File: src/rtl/cpu_ex_mdu_if.sv
// Decode <-> execute-stage bus for cpu_ex_mdu: issue fields, flush, stall and the EX/MEM result.
interface cpu_ex_mdu_if #(parameter int XLEN = 32, parameter int SHW = 5);
  logic            flush;
  logic            id_valid;
  logic [3:0]      id_op;
  logic [XLEN-1:0] id_a;
  logic [XLEN-1:0] id_b;
  logic [SHW-1:0]  id_shamt;
  logic [4:0]      id_rf_waddr;
  logic            id_c_rfw;
  logic            ex_stall;
  logic            p_valid;
  logic [XLEN-1:0] p_alu_r;
  logic [4:0]      p_rf_waddr;
  logic            p_c_rfw;
  logic            mdu_busy;

  modport master (
    output flush, id_valid, id_op, id_a, id_b, id_shamt, id_rf_waddr, id_c_rfw,
    input  ex_stall, p_valid, p_alu_r, p_rf_waddr, p_c_rfw, mdu_busy
  );
  modport slave (
    input  flush, id_valid, id_op, id_a, id_b, id_shamt, id_rf_waddr, id_c_rfw,
    output ex_stall, p_valid, p_alu_r, p_rf_waddr, p_c_rfw, mdu_busy
  );
endinterface

File: src/rtl/cpu_ex_mdu.sv
// Execute stage: single-cycle ALU plus background shift-add / restoring-divide MDU with HI/LO.
// Optional build macro CPU_EX_MDU_EARLY_OUT_EN: multiply exits once the remaining multiplier bits are zero.
module cpu_ex_mdu #(
  parameter int XLEN = 32,
  parameter int SHW  = 5
) (
  input logic         clk,
  input logic         rst,
  cpu_ex_mdu_if.slave bus
);
  localparam logic [3:0] OP_ADD  = 4'h0, OP_SUB  = 4'h1, OP_AND  = 4'h2, OP_OR   = 4'h3,
                         OP_NOR  = 4'h4, OP_SLT  = 4'h5, OP_SLTU = 4'h6, OP_SLL  = 4'h7,
                         OP_SRL  = 4'h8, OP_MULT = 4'h9, OP_MULTU= 4'hA, OP_DIV  = 4'hB,
                         OP_DIVU = 4'hC, OP_MFHI = 4'hD, OP_MFLO = 4'hE, OP_NOP  = 4'hF;

  localparam logic [1:0] S_IDLE = 2'd0, S_MUL = 2'd1, S_DIV = 2'd2, S_FIX = 2'd3;

  logic [1:0]        state;
  logic [SHW-1:0]    cnt;
  logic [XLEN-1:0]   hi, lo;
  logic [2*XLEN-1:0] acc, mcand;
  logic [XLEN-1:0]   qm;        // multiplier in MUL, dividend/quotient in DIV
  logic [XLEN-1:0]   rem, dvsr, dvd_orig;
  logic              neg_q, neg_r, div0, op_div;

  logic is_mdu, is_hilo, accept, mdu_start, op_signed, op_isdiv;
  logic a_neg, b_neg, last, mul_done, ge;
  logic [XLEN-1:0]   a_abs, b_abs, alu_r;
  logic [2*XLEN-1:0] acc_nxt;
  logic [XLEN:0]     r_sh;
  logic [XLEN+1:0]   diff;

  assign is_mdu    = (bus.id_op >= OP_MULT) && (bus.id_op <= OP_DIVU);
  assign is_hilo   = (bus.id_op == OP_MFHI) || (bus.id_op == OP_MFLO);
  assign bus.mdu_busy = (state != S_IDLE);
  assign bus.ex_stall = bus.id_valid & bus.mdu_busy & (is_mdu | is_hilo) & ~bus.flush;
  assign accept    = bus.id_valid & ~bus.ex_stall & ~bus.flush;
  assign mdu_start = accept & is_mdu;

  assign op_signed = (bus.id_op == OP_MULT) || (bus.id_op == OP_DIV);
  assign op_isdiv  = (bus.id_op == OP_DIV)  || (bus.id_op == OP_DIVU);
  assign a_neg     = op_signed & bus.id_a[XLEN-1];
  assign b_neg     = op_signed & bus.id_b[XLEN-1];
  assign a_abs     = a_neg ? -bus.id_a : bus.id_a;
  assign b_abs     = b_neg ? -bus.id_b : bus.id_b;

  assign last    = (cnt == SHW'(XLEN-1));
  assign acc_nxt = acc + (qm[0] ? mcand : '0);
  assign r_sh    = {rem, qm[XLEN-1]};
  assign diff    = {1'b0, r_sh} - {2'b00, dvsr};
  assign ge      = ~diff[XLEN+1];

`ifdef CPU_EX_MDU_EARLY_OUT_EN
  assign mul_done = last | (qm[XLEN-1:1] == '0);
`else
  assign mul_done = last;
`endif

  always_comb begin
    alu_r = '0;
    case (bus.id_op)
      OP_ADD:  alu_r = bus.id_a + bus.id_b;
      OP_SUB:  alu_r = bus.id_a - bus.id_b;
      OP_AND:  alu_r = bus.id_a & bus.id_b;
      OP_OR:   alu_r = bus.id_a | bus.id_b;
      OP_NOR:  alu_r = ~(bus.id_a | bus.id_b);
      OP_SLT:  alu_r[0] = $signed(bus.id_a) < $signed(bus.id_b);
      OP_SLTU: alu_r[0] = bus.id_a < bus.id_b;
      OP_SLL:  alu_r = bus.id_b << bus.id_shamt;
      OP_SRL:  alu_r = bus.id_b >> bus.id_shamt;
      OP_MFHI: alu_r = hi;
      OP_MFLO: alu_r = lo;
      default: alu_r = '0;
    endcase
  end

  always_ff @(posedge clk or negedge rst) begin
    if (!rst) begin
      state <= S_IDLE; cnt <= '0; hi <= '0; lo <= '0;
      acc <= '0; mcand <= '0; qm <= '0; rem <= '0; dvsr <= '0; dvd_orig <= '0;
      neg_q <= 1'b0; neg_r <= 1'b0; div0 <= 1'b0; op_div <= 1'b0;
    end else if (bus.flush) begin
      state <= S_IDLE;
      cnt   <= '0;
    end else begin
      case (state)
        S_IDLE: if (mdu_start) begin
          acc      <= '0;
          rem      <= '0;
          mcand    <= {{XLEN{1'b0}}, a_abs};
          dvsr     <= b_abs;
          qm       <= op_isdiv ? a_abs : b_abs;
          neg_q    <= a_neg ^ b_neg;
          neg_r    <= a_neg;
          div0     <= (bus.id_b == '0);
          dvd_orig <= bus.id_a;
          op_div   <= op_isdiv;
          cnt      <= '0;
          state    <= op_isdiv ? S_DIV : S_MUL;
        end
        S_MUL: begin
          acc   <= acc_nxt;
          mcand <= mcand << 1;
          qm    <= qm >> 1;
          cnt   <= cnt + 1'b1;
          if (mul_done) state <= S_FIX;
        end
        S_DIV: begin
          rem <= ge ? diff[XLEN-1:0] : r_sh[XLEN-1:0];
          qm  <= {qm[XLEN-2:0], ge};
          cnt <= cnt + 1'b1;
          if (last) state <= S_FIX;
        end
        default: begin
          // Divide-by-zero bypasses sign fixup so HI keeps the original signed dividend.
          if (!op_div) begin
            {hi, lo} <= neg_q ? -acc : acc;
          end else if (div0) begin
            lo <= '1;
            hi <= dvd_orig;
          end else begin
            lo <= neg_q ? -qm : qm;
            hi <= neg_r ? -rem : rem;
          end
          cnt   <= '0;
          state <= S_IDLE;
        end
      endcase
    end
  end

  always_ff @(posedge clk or negedge rst) begin
    if (!rst) begin
      bus.p_valid <= 1'b0; bus.p_alu_r <= '0; bus.p_rf_waddr <= '0; bus.p_c_rfw <= 1'b0;
    end else if (bus.flush) begin
      bus.p_valid <= 1'b0;
      bus.p_c_rfw <= 1'b0;
    end else begin
      bus.p_valid <= accept;
      bus.p_c_rfw <= accept & bus.id_c_rfw & ~is_mdu & (bus.id_op != OP_NOP);
      if (accept) begin
        bus.p_alu_r    <= alu_r;
        bus.p_rf_waddr <= bus.id_rf_waddr;
      end
    end
  end
endmodule
File: src/flat_wrapper.sv
// flat-port wrapper written by rule: the top's interface ports become plain ports
module cpu_ex_mdu_flat 
#(
  parameter int XLEN = 32,
  parameter int SHW  = 5
)
  (clk, rst, bus_flush, bus_id_valid, bus_id_op, bus_id_a, bus_id_b, bus_id_shamt, bus_id_rf_waddr, bus_id_c_rfw, bus_ex_stall, bus_p_valid, bus_p_alu_r, bus_p_rf_waddr, bus_p_c_rfw, bus_mdu_busy);
  cpu_ex_mdu_if #(.XLEN(XLEN), .SHW(SHW)) bus_i ();
  input logic clk;
  input logic rst;
  input wire logic [$bits(bus_i.flush)-1:0] bus_flush;
  input wire logic [$bits(bus_i.id_valid)-1:0] bus_id_valid;
  input wire logic [$bits(bus_i.id_op)-1:0] bus_id_op;
  input wire logic [$bits(bus_i.id_a)-1:0] bus_id_a;
  input wire logic [$bits(bus_i.id_b)-1:0] bus_id_b;
  input wire logic [$bits(bus_i.id_shamt)-1:0] bus_id_shamt;
  input wire logic [$bits(bus_i.id_rf_waddr)-1:0] bus_id_rf_waddr;
  input wire logic [$bits(bus_i.id_c_rfw)-1:0] bus_id_c_rfw;
  output wire logic [$bits(bus_i.ex_stall)-1:0] bus_ex_stall;
  output wire logic [$bits(bus_i.p_valid)-1:0] bus_p_valid;
  output wire logic [$bits(bus_i.p_alu_r)-1:0] bus_p_alu_r;
  output wire logic [$bits(bus_i.p_rf_waddr)-1:0] bus_p_rf_waddr;
  output wire logic [$bits(bus_i.p_c_rfw)-1:0] bus_p_c_rfw;
  output wire logic [$bits(bus_i.mdu_busy)-1:0] bus_mdu_busy;
  assign bus_i.flush = bus_flush;
  assign bus_i.id_valid = bus_id_valid;
  assign bus_i.id_op = bus_id_op;
  assign bus_i.id_a = bus_id_a;
  assign bus_i.id_b = bus_id_b;
  assign bus_i.id_shamt = bus_id_shamt;
  assign bus_i.id_rf_waddr = bus_id_rf_waddr;
  assign bus_i.id_c_rfw = bus_id_c_rfw;
  assign bus_ex_stall = bus_i.ex_stall;
  assign bus_p_valid = bus_i.p_valid;
  assign bus_p_alu_r = bus_i.p_alu_r;
  assign bus_p_rf_waddr = bus_i.p_rf_waddr;
  assign bus_p_c_rfw = bus_i.p_c_rfw;
  assign bus_mdu_busy = bus_i.mdu_busy;
  cpu_ex_mdu #(.XLEN(XLEN), .SHW(SHW)) u_core (.clk(clk), .rst(rst), .bus(bus_i));
endmodule
File: config.mk
export PLATFORM = sky130hd
export DESIGN_NAME = cpu_ex_mdu_flat
export DESIGN_NICKNAME = d
export VERILOG_FILES = /design/src/rtl/cpu_ex_mdu_if.sv /design/src/rtl/cpu_ex_mdu.sv /design/src/flat_wrapper.sv
export SDC_FILE = /design/constraint.sdc
export NUM_CORES = 2
export LEC_CHECK = 0
export ABC_AREA = 0
export ABC_CLOCK_PERIOD_IN_PS = 10800
export BUFFER_PORTS_ARGS = -buffer_cell sky130_fd_sc_hd__buf_2
export CAP_MARGIN = 20
export CELL_PAD_IN_SITES_DETAIL_PLACEMENT = 1
export CELL_PAD_IN_SITES_GLOBAL_PLACEMENT = 1
export CORE_ASPECT_RATIO = 0.8
export CORE_MARGIN = 2
export CORE_UTILIZATION = 52
export DETAILED_ROUTE_END_ITERATION = 6
export GPL_ROUTABILITY_DRIVEN = 1
export HOLD_SLACK_MARGIN = 0.03
export PLACE_DENSITY_LB_ADDON = 0.2
export REMOVE_ABC_BUFFERS = 1
export SYNTH_ARGS = -nofsm -noshare
export SYNTH_HDL_FRONTEND = slang
export SYNTH_SLANG_ARGS = --single-unit
File: constraint.sdc
create_clock -name clk -period 10.8 [get_ports clk]
set_input_delay 0.54 -clock clk [delete_from_list [all_inputs] [get_ports clk]]
set_output_delay 0.54 -clock clk [all_outputs]
set_load 0.02 [all_outputs]
==> impl_metrics.ini <==
[run_status]
status = finished clean

[pwr]
switching_share_pct = 48.4
power_frac_clock_pct = 19.9
p_int_uw = 4220
p_comb_share_pct = 51.1
p_switching_uw = 3960
p_per_area_nw_per_um2 = 225
leakagePower_uw = 0.0161
power_uw = 8180
vdd_ir_drop_max_v = 0.000232
pwr-share-seq_pct = 29.0

[placement]
dpl_cell_area_sq_um = 34800
dp_hpwl_mm = 112
place_congestion = 1.06
placedCellCount = 5089
io_buffers = 123
dp_slack_ns = 6.42

[synthesis]
ys_top_cells_by_area = dfrtp_1 (27%), ha_1 (7.5%), o21ai_0 (7.2%)
synthMuxAreaShare_pct = 6.00
syn_area_sq_um = 33700
ys.flop_type = dfrtp_1
yosysTopAreaCell = dfrtp_1
synthArstFlopShare_pct = 100
synth_cell_types = 85
ys_seq_elements = 370
synthSimpleGateAreaFrac_pct = 19.4
synth_edf_count = 0
synth_xor_area_share_pct = 6.99
synth_common_cells = nand2_1 (587), o21ai_0 (488), dfrtp_1 (370)
synth_top_family_by_area = compound AO/OA/AOI/OAI gates
postSynthCellCount = 4367
synth-compound-area-share_pct = 27.1
ys_seq_area_share_pct = 27.5
synth_adder_area_share_pct = 7.73
yosys_warnings = 0
synth_top_area_share_pct = 27.5
avgSynthCellArea_sq_um = 7.72
synth.most_common_cell = nand2_1

[floorplan]
die_h_um = 232
die_area_sq_um = 66900
dieWidth_um = 289
fp.coreArea_sq_um = 64200
ios = 124
num_rows = 83
start_util_pct = 52.6

[worst_hold_path]
hp-class = in -> reg
holdCritStartpoint = bus_id_rf_waddr[2]

[timing]
setup_viol = 0
worst_pin_slew_ns = 1.17
fmax_mhz = 226
post-route-period-util_pct = 41.0
setup_ws_ns = 6.37
relSlewSlack_pct = 21.2
setup_tns_ns = 0
fin_skew_ns = 0.0224
hold_viol_final = 0
rsz0062_at_grt = no
drv_slew = 0
post-route-min-period_ns = 4.43

[grt]
grt-ovfl-total = 0
grt_use_total_pct = 43.7
grt_max_degree = 159
grt_pass1_wl_mm = 223
grt_pass1_vias = 34600
antenna_found_initial = 10

[critical_path]
crit_type = reg -> reg
crit_path_cell_trace = inv_1 > ha_1 > inv_1 > fa_1 > a21o_1 > a21oi_1 > o21ai_0 > a21oi_1 > a21oi_1 > or3_1 > a311oi_1 > xnor2_1 > mux2i_1 > o21ai_0
required_ns = 11.31
critPathMostFrequentCell = a21oi_1
crit_path_top_delay_cell = a21oi_1
end_kind = register
cp-start-kind = register
arrival_ns = 4.94
crit_fanout = 5
worstReg2RegStart = u_core.qm[31]
critical_path.startpoint = u_core.qm[31]
crit_family = compound AO/OA/AOI/OAI gates
critical_path.max_stage_delay_ns = 0.52
critPathBufInv = 2

[job]
drv_cap = 0

[routing]
ant_nets = 0
first_pass_iters = 7
wl_mm = 149
drt-initial-drc-count = 4305
drc = 0
wire_per_inst_um = 28.8
vias = 35800
vias_per_cell = 6.91

[final_layout]
layout.cells.non_filler = 5175
area_growth_pct = 7.72
finalNetCount = 4576
drive_above_1_share_pct = 7.99
final_cell_area_sq_um = 36300

[clock_tree]
clockBufferDepth = 3
cts_tree = built
htreeDepth = 2
cts_resized = 0
clk_latency_ns = 0.62
cts_buffers = 43
postCtsHoldBufs = 1
postCtsSetupRepairBufs = 0
root_buffer = clkbuf_16
clock-sinks = 370
clkTransAtPathRegs_ns = 0.06
-- logic make-up (layout without fill, tap and decap cells) --
logic type | Yosys count | count (layout)
AOI/OAI and AO/OA | 1453 | 1453
and+or+nand+nor | 1426 | 1426
buffers and inverters | 475 | 428
DFF | 370 | 370
xor gates and xnor gates | 269 | 269
adders and majority gates | 206 | 206
muxes | 168 | 168
other | 0 | 5
-- worst paths after layout --
| check | to | depth (start not counted) | slack [ns] |
|---|---|---|---|
| min in group asynchronous | u_core.bus.p_alu_r[7] | 2 | 0.50 |
| worst max-delay path | u_core.rem[30] | 14 | 6.37 |
| worst min-delay path | u_core.bus.p_rf_waddr[2] | 3 | 0.13 |
| worst max register to register | u_core.rem[30] | 14 | 6.37 |
| max in group asynchronous | u_core.mcand[58] | 4 | 7.81 |
| worst min register to register | u_core.dvsr[3] | 2 | 0.48 |
-- registers in the layout, summed over array words and instances (netlist names), 2 cells and up --
| register | count |
|---|---|
| u_core.acc | 64 |
| u_core.mcand | 64 |
| u_core.bus.p_alu_r | 32 |
| u_core.dvd_orig | 32 |
| u_core.dvsr | 32 |
| u_core.hi | 32 |
| u_core.lo | 32 |
| u_core.qm | 32 |
| u_core.rem | 32 |
| u_core.bus.p_rf_waddr | 5 |
| u_core.cnt | 5 |
| u_core.state | 2 |
-- routing by layer --
metal  share of wire (%)  vias to the layer above  routed length, um  GRT usage [%]
li1                    -                    15700                  -              -
met1                  43                    17900              63600           62.1
met2                  42                     1864              62700           63.6
met3                  11                      344              16200           10.8
met4                 4.3                       10               6390           16.6
met5               0.046                        -                 69              0
-- power groups by stage --
stage          combinational (uW)  sequential [uW]  clock [uW]
5_1_grt                      4510             2410        1680
4_1_cts                      4050             2350        1630
3_3_place_gp                 3830             2340           0
3_5_place_dp                 3980             2370           0
6_report                     4180             2370        1630
2_1_floorplan                2670             2230           0
-- metrics by stage --
step	util, %	hold WS [ns]
floorplan	-	0.244
global placement	54.2	0.457
detailed placement	54.2	0.465
CTS	56.5	0.121
global route	56.6	0.146
finish	56.6	0.133
-- final cells by class --
cell class | instances | area [sq um]
Fill cell | 7959 | 27800
Multi-Input combinational cell | 3522 | 22800
Sequential cell | 370 | 9260
Clock buffer | 57 | 1240
Timing Repair Buffer | 178 | 1080
Tap cell | 850 | 1060
Inverter | 172 | 646
Clock inverter | 21 | 250
Antenna cell | 5 | 12.5
-- tightest hold or removal path, stage by stage --
cell and delay [ns]:
buf_2 0.08, nand2_1 0.04, nand2_1 0.05
-- placed cells by master (no fill, tap or decap), types with 16 or more instances in the layout --
cell       count
dfrtp_1      367
xor2_1        64
nor2_1       293
clkbuf_16     45
a31oi_1       23
mux2i_1      129
buf_2        123
buf_4         49
a21oi_1      340
a221o_1       41
ha_1         200
or4_1         29
a21o_1        76
a22o_1        18
nand4_1       48
o21ai_0      487
nor4_1        25
nand2_1      583
o21bai_1      33
o31ai_1       68
nor3_1        55
or3_1         36
a211oi_1      37
inv_1        168
mux4_2        26
o211ai_1      42
o22ai_1       51
a22oi_1       18
and2_1        76
nand3_1      160
nor2b_1       16
xnor2_1      205
a221oi_1      37
and3_1        17
o41ai_1       29
o21a_1        26
nand2b_1      35
Power figures use the tool's default switching activity.
